<file path="config.mk">
export PLATFORM = sky130hd
export DESIGN_NAME = mem_access_seq
export DESIGN_NICKNAME = d
export VERILOG_FILES = /design/src/rtl/mem_access_seq.sv
export SDC_FILE = /design/constraint.sdc
export NUM_CORES = 1
export LEC_CHECK = 0
export ABC_AREA = 1
export BUFFER_PORTS_ARGS = -buffer_cell sky130_fd_sc_hd__buf_4
export CORE_UTILIZATION = 40
export DETAILED_ROUTE_END_ITERATION = 8
export PLACE_DENSITY_LB_ADDON = 0.1
export SLEW_MARGIN = 15
export SYNTH_ARGS = -nofsm -noshare
export SYNTH_HDL_FRONTEND = slang
export SYNTH_SLANG_ARGS = --single-unit
</file>
<file path="constraint.sdc">
create_clock -name clock -period 1.2 [get_ports clock]
set_clock_uncertainty 0.15 [all_clocks]
set_input_delay 0.12 -clock clock [delete_from_list [all_inputs] [get_ports clock]]
set_output_delay 0.12 -clock clock [all_outputs]
set_load 0.03 [all_outputs]
</file>
<file path="src/rtl/mem_access_seq.sv">
// Memory-side access sequencer: turns one-cycle read/write requests into the
// MAR/MDR load, MDR mux select and memory strobe pattern, with wait states and timeout abort.
module mem_access_seq #(
  parameter int TIMEOUT = 15,
  parameter int CNT_W   = 4
) (
  input  logic       clock,
  input  logic       reset,
  input  logic       rd_req,
  input  logic       wr_req,
  input  logic       mem_ready,
  output logic       mar_in,
  output logic       mdr_in,
  output logic       MDR_read,
  output logic       mem_read,
  output logic       mem_write,
  output logic       busy,
  output logic       done,
  output logic       err,
  output logic [2:0] dbg_state
);

  typedef enum logic [2:0] {
    S_IDLE, S_ADDR, S_RD_WAIT, S_RD_CAP, S_WR_DATA, S_WR_WAIT, S_DONE, S_ABORT
  } state_e;

  state_e           state_q, state_d;
  logic             op_wr_q, op_wr_d;
  logic [CNT_W-1:0] cnt_q, cnt_d;
  logic [7:0]       out_q, out_d;
  logic             timeout_hit;

  // Output bit order: {mar_in, mdr_in, MDR_read, mem_read, mem_write, busy, done, err}
  function automatic logic [7:0] decode(input state_e s);
    logic [7:0] o;
    o = 8'h00;
    case (s)
      S_IDLE:    o = 8'b0000_0000;
      S_ADDR:    o = 8'b1000_0100;
      S_RD_WAIT: o = 8'b0011_0100;
      S_RD_CAP:  o = 8'b0111_0100;
      S_WR_DATA: o = 8'b0100_0100;
      S_WR_WAIT: o = 8'b0000_1100;
      S_DONE:    o = 8'b0000_0110;
      S_ABORT:   o = 8'b0000_0111;
      default:   o = 8'b0000_0000;
    endcase
    return o;
  endfunction

  assign timeout_hit = (TIMEOUT != 0) && (cnt_q == CNT_W'(TIMEOUT - 1));

  always_comb begin
    state_d = state_q;
    op_wr_d = op_wr_q;
    cnt_d   = '0;
    case (state_q)
      S_IDLE: begin
        if (rd_req) begin
          state_d = S_ADDR;
          op_wr_d = 1'b0;
        end else if (wr_req) begin
          state_d = S_ADDR;
          op_wr_d = 1'b1;
        end
      end
      S_ADDR:    state_d = op_wr_q ? S_WR_DATA : S_RD_WAIT;
      S_WR_DATA: state_d = S_WR_WAIT;
      S_RD_WAIT, S_WR_WAIT: begin
        // mem_ready wins over abort even in the last allowed wait cycle
        if (mem_ready)        state_d = (state_q == S_RD_WAIT) ? S_RD_CAP : S_DONE;
        else if (timeout_hit) state_d = S_ABORT;
        else                  cnt_d   = cnt_q + 1'b1;
      end
      S_RD_CAP:  state_d = S_DONE;
      S_DONE:    state_d = S_IDLE;
      S_ABORT:   state_d = S_IDLE;
      default:   state_d = S_IDLE;
    endcase
    out_d = decode(state_d);
  end

  always_ff @(posedge clock) begin
    if (reset) begin
      state_q <= S_IDLE;
      op_wr_q <= 1'b0;
      cnt_q   <= '0;
      out_q   <= 8'h00;
    end else begin
      state_q <= state_d;
      op_wr_q <= op_wr_d;
      cnt_q   <= cnt_d;
      out_q   <= out_d;
    end
  end

  assign {mar_in, mdr_in, MDR_read, mem_read, mem_write, busy, done, err} = out_q;
  assign dbg_state = state_q;

endmodule

</file>
==> impl_results.md, run 1 <==
- Area post-placement: about 900 µm²
- NumNets Final: roughly 120
- Layout cells sized above 1: 64.5%
- Cell Rows: 14
- Worst Setup Start Kind: flip-flop
- Mean post-synth cell area: approximately 8 µm²
- CTS tree: yes
- Critical Path, Cell by Cell: inv_2 -> ha_4 -> nand3_4 -> nand3_2 -> nand3_2 -> buf_4 -> nand3_2 -> nor2_2
- Adder-cell share of the synthesized area: 3.92%
- Final HPWL DP: 990 µm
- Syn Inst Count: 80
- Unrepaired setup endpoints after global routing: yes
- Mux contribution to synthesized area: 0%
- Post-Place Worst Slack: -0.0720 ns
- Crit path capture type: flip-flop
- Synth area leaders: dfxtp_1, nand3_1, inv_1
- Vias/cell: between 4 and 5
- CP max stage delay: about 0.33 ns
- IO Count: 16
- Max Freq: between 0.7 and 0.8 GHz
- Slew margin rel.: 82.1%
- Synth Area in XOR/XNOR: about 2.7%
- Initial antenna violation count: 0
- Starting Density: 42.4%
- Antenna Cells: 0
- First-pass GRT wire length: 2330 µm
- Post-Synth Simple-Gate Area: around 34%
- Pins Over Slew Limit: 0
- Hold depth: 3
- P_leak: just under 0.5 nW
- Vert. Die Dim: approximately 42 µm
- DRC viols: 0
- Crit Path Class: flip-flop to flip-flop
- Port buffer count: 15
- Worst setup margin: -0.0877 ns
- Average wire per standard cell: approximately 12 µm
- R2R setup slack: -0.09 ns
- Grt ovf: 0
- Sequential share of the synthesized area: ~47%
- Vias in the first global route: about 550
- CP Buf/Inv Count: 2
- Syn nets: between 80 and 90
- Violated checks: negative setup slack
- Yosys Warn Count: 0
- Status: finished with violations
- Final hold slack: approximately 0.025 ns
- Critical path fanouts, max: 4
- GRT Total Usage: roughly 18%
- Final antenna-violating net count: 0
- Slowest stage cell, crit path: dfxtp_2
- Pin count of the biggest net entering global routing: 10
- Largest family of logic cells by synthesized area: simple AND/OR/NAND/NOR gates
- Syn Std Cell Area: roughly 640 µm²
- Setup TNS: -0.380 ns
- WP data required: about 1.2 ns
- DR pass1 iterations: 4
- Post-layout min period: about 1.3 ns
- Max clock buf depth: 2
- Vias: approximately 610
- Die area: 1760 µm²
- Root buf cell: clkbuf_4
- Synth unique cells: 19
- Clk_lat worst skew: ~0.29 ns
- Peak VDD IR: ~1.4 mV
- Cell mode on critical path: nand3_2
- # setup viols final: 9
- Final Hold Fails: 0
- WP data arrival: about 1.3 ns
- Clk sink count: 15
- Final GP Congestion: between 0.8 and 0.9
- Register clock-pin slew on the reported worst setup and hold paths: roughly 0.09 ns
- Worst slew pin tran: 0.268 ns
- R2R cell count: 8
- Worst path depth: 8
- Layout area overhead: 62.9%
- H-tree depth: 1
- Chip width: 41.9 µm
- Most frequent cells in the layout: buf_4, dfxtp_1, nand3_2
- Final WL: 1530 µm
- CTS Buf Count: 3
- Crit-path leading delay family: simple AND/OR/NAND/NOR gates
- Commonest non-fill, non-tap cell in the layout: buf_4
- Number of synthesized register bits: 15
- Yosys top cell by area: dfxtp_1
- Core Region: about 1500 µm²
- Total Power: 0.00163 W
- Initial DRC count: 13
- Hold WC Path Type: primary input to flip-flop
- Max Cap Violations: 0
- Top cell type's share of synthesized area: a little under half
- Fin crit share: 107%
- Design Area, Final: 1040 µm²
- Power per cell area: roughly 1600 nW/µm²
- Compound-Gate Fraction of Synth Area: under 10%
[metal layers]
layer  global-route usage (%)  vias up  part of all wire (%)
met3                     2.61        2                   2.6
met5                        0        -                     0
met2                     30.6       10                    53
li1                         -      314                     -
met1                     21.5      280                    42
met4                     7.74        0                   1.6
[worst min-delay path, stage by stage]
cell	delay, ns
buf_4	0.12
nand3_1	0.06
and3_1	0.14
[synthesized netlist by cell type]
| library cell | instances |
|---|---|
| a21oi_1 | 1 |
| and3_1 | 1 |
| buf_4 | 1 |
| clkinv_2 | 1 |
| dfxtp_1 | 15 |
| ha_1 | 2 |
| inv_1 | 11 |
| inv_2 | 2 |
| nand2_1 | 10 |
| nand2_2 | 3 |
| nand3_1 | 14 |
| nand3_2 | 2 |
| nand4_1 | 2 |
| nor2_1 | 8 |
| nor2_2 | 3 |
| o211ai_1 | 1 |
| o31ai_1 | 1 |
| xnor2_1 | 1 |
| xor2_1 | 1 |
[per-stage QoR]
stage,cells,utilization [%]
floorplan,80,-
global placement,118,58.7
CTS,125,64.4
global route,126,69.0
finish,126,69.0
detailed placement,118,58.7
[power by group]
| part | leakage (nW) | internal [W] | switching (W) |
|---|---|---|---|
| Sequential | 0.125 | 0.000570 | 0.0000685 |
| Combinational | 0.350 | 0.000278 | 0.000416 |
| Clock | 0.0177 | 0.000124 | 0.000172 |
| Total | 0.493 | 0.000972 | 0.000656 |
[worst paths after layout]
| path | start | end |
|---|---|---|
| min | rd_req | op_wr_q$_SDFFE_PP0P_ |
| max | cnt_q[0]$_SDFF_PP0_ | out_q[7]$_SDFF_PP0_ |
| min reg2reg | cnt_q[0]$_SDFF_PP0_ | cnt_q[0]$_SDFF_PP0_ |
| max reg2reg | cnt_q[0]$_SDFF_PP0_ | out_q[7]$_SDFF_PP0_ |
[layout make-up]
cell class              count  area (µm²)
inverters                  14        65.1
repair buffers             27         205
flip-flops and latches     15         314
well taps                  16        20.0
fillers                   122         467
multi-input cells          50         408
clock buffers               3        22.5
clock inverters             1        5.00
[logic make-up (layout without fill, tap and decap cells)]
kind of cell | count (synthesis) | in the layout
DFF | 15 | 15
AOI/OAI and AO/OA | 3 | 3
adders and majority gates | 2 | 2
buffers and inverters | 15 | 45
xor gates and xnor gates | 2 | 2
and+or+nand+nor | 43 | 43
[repair_timing]
action / CTS / global route
endpoints found under the hold margin: 1 / 0
gates resized for setup: 8 / 18
hold buffers: 1 / 0
buffers inserted: 2 / 1
gates cloned: 0 / 0
endpoints found under the setup margin: 9 / 14
pin swaps: 9 / 7
[flip-flops by register name (all words and copies together), names as in the netlist]
register   cells
dbg_state      3
op_wr_q        1
out_q          7
cnt_q          4
Note: power is estimated with default switching activity, not from simulation.
==> run 2: changes to the inputs <==
--- a/config.mk
+++ b/config.mk
@@ -7,7 +7,9 @@
 export LEC_CHECK = 0
 export ABC_AREA = 1
 export BUFFER_PORTS_ARGS = -buffer_cell sky130_fd_sc_hd__buf_4
-export CORE_UTILIZATION = 40
+export CELL_PAD_IN_SITES_DETAIL_PLACEMENT = 0
+export CELL_PAD_IN_SITES_GLOBAL_PLACEMENT = 2
+export CORE_UTILIZATION = 25
 export DETAILED_ROUTE_END_ITERATION = 8
 export PLACE_DENSITY_LB_ADDON = 0.1
 export SLEW_MARGIN = 15
==> run 2 against run 1 <==
Net effect: the flow still finishes with violations (negative setup slack); register-to-register slack gained 0.02 ns; routed wire length shrank 3.0%; core utilization shrank 22 points; sequential power shrank 0.6%; final cell count grew 10%; global-route usage shrank 5.3 points; sequential cell count is the same; critical endpoint is now out_q[2]$_SDFF_PP0_; largest cell class unchanged; highest routed layer unchanged.
==> impl_results.md, run 2 (synthesis gave the netlist of run 1 again) <==
- Commonest non-fill, non-tap cell in the layout: buf_4 (unchanged)
- Pins Over Slew Limit: 0 (unchanged)
- Layout area overhead: 70.2% (was 62.9%)
- R2R cell count: 8 (unchanged)
- Vias in the first global route: 573 (was 551)
- Final GP Congestion: 0.716 (was 0.841)
- Layout cells sized above 1: 64.0% (was 64.5%)
- Biggest register: out_q (unchanged)
- P_leak: 0.512 nW (was 0.493 nW)
- Worst setup margin: -0.0714 ns (was -0.0877 ns)
- Power per cell area: 1510 nW/µm² (was 1570 nW/µm²)
- Worst slew pin tran: 0.372 ns (was 0.268 ns)
- DRC viols: 0 (unchanged)
- Cell Rows: 17 (was 14)
- Final Hold Fails: 0 (unchanged)
- WP data arrival: 1.30 ns (was 1.33 ns)
- CTS tree: yes (unchanged)
- H-tree depth: 1 (unchanged)
- Antenna Cells: 0 (unchanged)
- Max clock buf depth: 2 (unchanged)
- IO Count: 16 (unchanged)
- Peak VDD IR: 0.953 mV (was 1.44 mV)
- Vert. Die Dim: 52.5 µm (was 41.9 µm)
- Initial DRC count: 9 (was 13)
- WP data required: 1.23 ns (was 1.24 ns)
- DR pass1 iterations: 4 (unchanged)
- Register clock-pin slew on the reported worst setup and hold paths: 0.09 ns (about the same)
- DP Cell Count: 131 (was 118)
- Vias/cell: 4.45 (was 4.81)
- GRT Total Usage: 12.4% (was 17.7%)
- Core Region: 2320 µm² (was 1510 µm²)
- Status: finished with violations (unchanged)
- Die area: 2760 µm² (was 1760 µm²)
- # setup viols final: 9 (unchanged)
- Critical path fanouts, max: 4 (unchanged)
- Root buf cell: clkbuf_4 (unchanged)
- Hold depth: 3 (unchanged)
- Clk sink count: 15 (unchanged)
- Clk_lat worst skew: 0.29 ns (about the same)
- Starting Density: 27.5% (was 42.4%)
- Fill count: 231 (was 122)
- Seq. cell area: 314 µm² (unchanged)
- Average wire per standard cell: 10.7 µm (was 12.1 µm)
- Chip width: 52.5 µm (was 41.9 µm)
- Multi-input gate area: 428 µm² (was 408 µm²)
- Worst Setup Start Kind: flip-flop (unchanged)
- Grt ovf: 0 (unchanged)
- Unrepaired setup endpoints after global routing: yes (unchanged)
- First-pass GRT wire length: 2430 µm (was 2330 µm)
- Violated checks: negative setup slack (unchanged)
- Max Cap Violations: 0 (unchanged)
- Port buffer count: 15 (unchanged)
- Non-filler instance count after layout: 139 (was 126)
- Post-Place Worst Slack: -0.130 ns (was -0.0720 ns)
- Most frequent cells in the layout: buf_4, nand3_2, dfxtp_1 (was buf_4, dfxtp_1, nand3_2)
- Max Freq: 0.787 GHz (was 0.777 GHz)
- Max FFs per register: 7 (unchanged)
- Slew margin rel.: 75.0% (was 82.1%)
- Final WL: 1480 µm (was 1530 µm)
- Final antenna-violating net count: 0 (unchanged)
- Pin count of the biggest net entering global routing: 10 (unchanged)
- CTS Buf Count: 3 (unchanged)
- Final HPWL DP: 1120 µm (was 990 µm)
- Crit Path Class: flip-flop to flip-flop (unchanged)
- Hold WC Path Type: primary input to flip-flop (unchanged)
- Crit path capture type: flip-flop (unchanged)
- NumNets Final: 119 (was 118)
- Vias: 618 (was 606)
- Initial antenna violation count: 0 (unchanged)
- Fin crit share: 106% (was 107%)
- Post-layout min period: 1.27 ns (was 1.29 ns)
[run 2: cell types whose count changed in the layout (fill, tap and decap cells not counted), sizes merged]
cell and delta:
buf +1
[run 2: worst paths after layout]
| kind | from | endpoint | slack [ns] |
|---|---|---|---|
| hold reg to reg | cnt_q[0]$_SDFF_PP0_ | cnt_q[0]$_SDFF_PP0_ | 0.37 |
| setup reg to reg | cnt_q[0]$_SDFF_PP0_ | out_q[2]$_SDFF_PP0_ | -0.07 |
| setup / recovery | cnt_q[0]$_SDFF_PP0_ | out_q[2]$_SDFF_PP0_ | -0.07 |
| hold / removal | rd_req | op_wr_q$_SDFFE_PP0P_ | 0.03 |
[run 2: layout make-up]
cell class	instances	share of cell area [%]
clock inverters	1	0.461
multi-input cells	50	39.4
inverters	14	5.99
well taps	28	3.23
repair buffers	28	19.9
clock buffers	3	2.07
flip-flops and latches	15	28.9
[run 2: metal layers]
metal / GRT usage [%] / up-vias / share of wire [%]
met4: 5.26 / 0 / 1.8
met2: 20.0 / 8 / 51
met3: 4.35 / 4 / 3.6
li1: - / 319 / -
met1: 14.8 / 287 / 43
met5: 0 / - / 0
[run 2: metrics by stage]
| step | utilization (%) | setup TNS (ns) | total power, W | hold WS (ns) | cell area (µm²) |
|---|---|---|---|---|---|
| floorplan | - | -0.00158 | 0.000995 | 0.0391 | 699 |
| global placement | 39.1 | -0.512 | 0.00120 | 0.137 | 907 |
| detailed placement | 39.1 | -0.465 | 0.00120 | 0.148 | 907 |
| CTS | 42.8 | -0.488 | 0.00156 | 0.0274 | 992 |
| global route | 46.8 | -1.25 | 0.00174 | 0.0661 | 1090 |
| finish | 46.8 | -0.367 | 0.00164 | 0.0324 | 1090 |
[run 2: timing repair]
item                                    CTS  global route
pin swaps                                 8             7
hold endpoints to repair                  1             0
hold buffers                              1             0
gates resized for setup                  10            19
endpoints found under the setup margin   10            15
buffers inserted                          1             3
[run 2: worst max-delay path, stage by stage (launching register included)]
cell and delay, ns:
dfxtp_2 0.34, inv_2 0.04, ha_4 0.15, nand3_4 0.08, nand3_2 0.08, nand2_2 0.08
nand2_4 0.07, nand2_2 0.11, nand3_2 0.07
[run 2: where the power goes]
part           internal [W]  switching, W
Clock              0.000124      0.000163
Combinational      0.000296      0.000424
Sequential         0.000570     0.0000654
==> run 3: changes to the inputs <==
==> constraint.sdc (replaced) <==
create_clock -name clock -period 1.2 [get_ports clock]
set_clock_uncertainty 0.15 [all_clocks]
set_input_delay 0.24 -clock clock [delete_from_list [all_inputs] [get_ports clock]]
set_output_delay 0.24 -clock clock [all_outputs]
set_load 0.03 [all_outputs]
==> run 3 against run 2 <==
Net effect: the run still ends with negative setup slack left; via count shrank 3.6%; final cell count shrank 1.4%; power shrank 2.6%; die area is the same; fmax grew 1.0%; critical path depth is the same; clock power shrank 4%; routed wire length shrank 5.7%; largest power group unchanged; highest routed layer unchanged.
==> impl_results.md, run 3 (synthesis gave the netlist of run 1 again) <==
- Status: finished with violations (unchanged)
- Violated checks: negative setup slack (unchanged)
- Max Cap Violations: 0 (unchanged)
- DR pass1 iterations: 3 (was 4)
- Final core occ: 46.0% (was 46.8%)
- Hold depth: 3 (unchanged)
- Vias in the first global route: 544 (was 573)
- First-pass GRT wire length: 2220 µm (was 2430 µm)
- Biggest register: out_q (unchanged)
- Peak VDD IR: 0.852 mV (was 0.953 mV)
- Final antenna-violating net count: 0 (unchanged)
- Final GP Congestion: 0.696 (was 0.716)
- Grt ovf: 0 (unchanged)
- Initial antenna violation count: 0 (unchanged)
- Pin count of the biggest net entering global routing: 9 (was 10)
- DRC viols: 0 (unchanged)
- Max FFs per register: 7 (unchanged)
- NumNets Final: 117 (was 119)
- Root buf cell: clkbuf_4 (unchanged)
- Commonest non-fill, non-tap cell in the layout: buf_4 (unchanged)
- Unrepaired setup endpoints after global routing: yes (unchanged)
- Cell Rows: 17 (unchanged)
- Final WL: 1400 µm (was 1480 µm)
- Core Region: 2320 µm² (unchanged)
- R2r endpoint: out_q[2]$_SDFF_PP0_ (unchanged)
- Clk_lat worst skew: 0.28 ns (was 0.29 ns)
- Antenna Cells: 0 (unchanged)
- Hold WC Path Type: primary input to flip-flop (unchanged)
- CTS tree: yes (unchanged)
- Clk sink count: 15 (unchanged)
- Layout cells sized above 1: 60.6% (was 64.0%)
- Critical path fanouts, max: 4 (unchanged)
- Crit Path Class: flip-flop to flip-flop (unchanged)
- WP data arrival: 1.28 ns (was 1.30 ns)
- Hold path endpoint: op_wr_q$_SDFFE_PP0P_ (unchanged)
- Vias: 596 (was 618)
- Fin crit share: 105% (was 106%)
- Layout area overhead: 67.1% (was 70.2%)
- Vias/cell: 4.35 (was 4.45)
- Post-Place Worst Slack: -0.115 ns (was -0.130 ns)
- Average wire per standard cell: 10.2 µm (was 10.7 µm)
- Starting Density: 27.5% (unchanged)
- R2R cell count: 8 (unchanged)
- Vert. Die Dim: 52.5 µm (unchanged)
- Post-layout min period: 1.26 ns (was 1.27 ns)
- Critical hold path startpoint: rd_req (unchanged)
- IO Count: 16 (unchanged)
- Chip width: 52.5 µm (unchanged)
- Max clock buf depth: 2 (unchanged)
- GRT Total Usage: 11.7% (was 12.4%)
- Most frequent cells in the layout: buf_4, nand3_2, dfxtp_1 (unchanged)
- WP data required: 1.22 ns (was 1.23 ns)
- Crit path capture type: flip-flop (unchanged)
- Slew margin rel.: 82.3% (was 75.0%)
- Initial DRC count: 3 (was 9)
- Register clock-pin slew on the reported worst setup and hold paths: 0.08 ns (was 0.09 ns)
- Worst slew pin tran: 0.265 ns (was 0.372 ns)
- Power per cell area: 1500 nW/µm² (was 1510 nW/µm²)
- Worst Setup Start Kind: flip-flop (unchanged)
- CTS Buf Count: 3 (unchanged)
- Final Hold Fails: 0 (unchanged)
- Max Freq: 0.795 GHz (was 0.787 GHz)
- R2R setup slack: -0.06 ns (was -0.07 ns)
- Final HPWL DP: 1110 µm (was 1120 µm)
- Pins Over Slew Limit: 0 (unchanged)
- # setup viols final: 11 (was 9)
- P_leak: 0.504 nW (was 0.512 nW)
- Port buffer count: 15 (unchanged)
- Die area: 2760 µm² (unchanged)
- H-tree depth: 1 (unchanged)
- Worst setup margin: -0.0584 ns (was -0.0714 ns)
- Reg-to-reg startpoint: cnt_q[0]$_SDFF_PP0_ (unchanged)
[run 3: cell types whose count changed in the layout (fill, tap and decap cells not counted), sizes merged]
cell / change
clkinv: -1
clkbuf: +1
buf: -2
[run 3: repair_timing]
| action | 4_1_cts | 5_1_grt |
|---|---|---|
| buffers inserted | 0 | 1 |
| pin swaps | 11 | 5 |
| gates resized for setup | 16 | 12 |
| hold endpoints to repair | 1 | 0 |
| hold buffers | 1 | 0 |
| endpoints found under the setup margin | 13 | 20 |
[run 3: stage by stage]
step / cell area, µm² / total power [W] / std cells / hold slack, ns / setup TNS, ns
final: 1070 / 0.00160 / 137 / 0.165 / -0.287
after detailed placement: 920 / 0.00120 / 131 / 0.261 / -0.403
after global routing: 1070 / 0.00170 / 137 / 0.173 / -1.50
after floorplan: 699 / 0.000995 / 80 / 0.159 / -0.00158
after global placement: 920 / 0.00121 / 131 / 0.258 / -0.507
after CTS: 1020 / 0.00157 / 136 / 0.161 / -0.456
[run 3: area by class of cell]
cell class | count | area [µm²]
fillers | 233 | 1250
multi-input cells | 50 | 398
flip-flops and latches | 15 | 315
repair buffers | 26 | 229
inverters | 14 | 62.6
well taps | 28 | 35.0
clock buffers | 4 | 26.3
[run 3: critical path, stage by stage, from the launching register on]
cell     delay [ns]
dfxtp_2        0.34
inv_2          0.04
ha_4           0.15
nand3_4        0.08
nand3_2        0.10
nand3_4        0.09
nand2_4        0.07
nand2_2        0.07
nand3_2        0.06
[run 3: worst max-delay path by stage]
stage / from / to / slack, ns / depth (start not counted)
3_5_place_dp: cnt_q[0]$_SDFF_PP0_ / out_q[2]$_SDFF_PP0_ / -0.12 / 8
3_3_place_gp: cnt_q[0]$_SDFF_PP0_ / out_q[2]$_SDFF_PP0_ / -0.13 / 8
5_1_grt: dbg_state[0]$_SDFF_PP0_ / out_q[7]$_SDFF_PP0_ / -0.14 / 7
4_1_cts: cnt_q[0]$_SDFF_PP0_ / out_q[2]$_SDFF_PP0_ / -0.07 / 8
6_report: cnt_q[0]$_SDFF_PP0_ / out_q[2]$_SDFF_PP0_ / -0.06 / 8
2_1_floorplan: cnt_q[0]$_SDFF_PP0_ / out_q[2]$_SDFF_PP0_ / -0.002 / 8
[run 3: routing by layer]
| layer | routed length (µm) | vias to the layer above | track usage (%) |
|---|---|---|---|
| met5 | 0 | - | 0 |
| met4 | 17 | 0 | 5.26 |
| met3 | 65 | 2 | 5.51 |
| met2 | 698 | 8 | 19.2 |
| met1 | 616 | 272 | 12.7 |
| li1 | - | 314 | - |
[run 3: power by group]
part | internal [W] | switching (W) | total, W | leakage, nW
Combinational | 0.000293 | 0.000396 | 0.000689 | 0.363
Clock | 0.000129 | 0.000147 | 0.000276 | 0.0150
Sequential | 0.000571 | 0.0000636 | 0.000635 | 0.126
Total | 0.000993 | 0.000607 | 0.00160 | 0.504
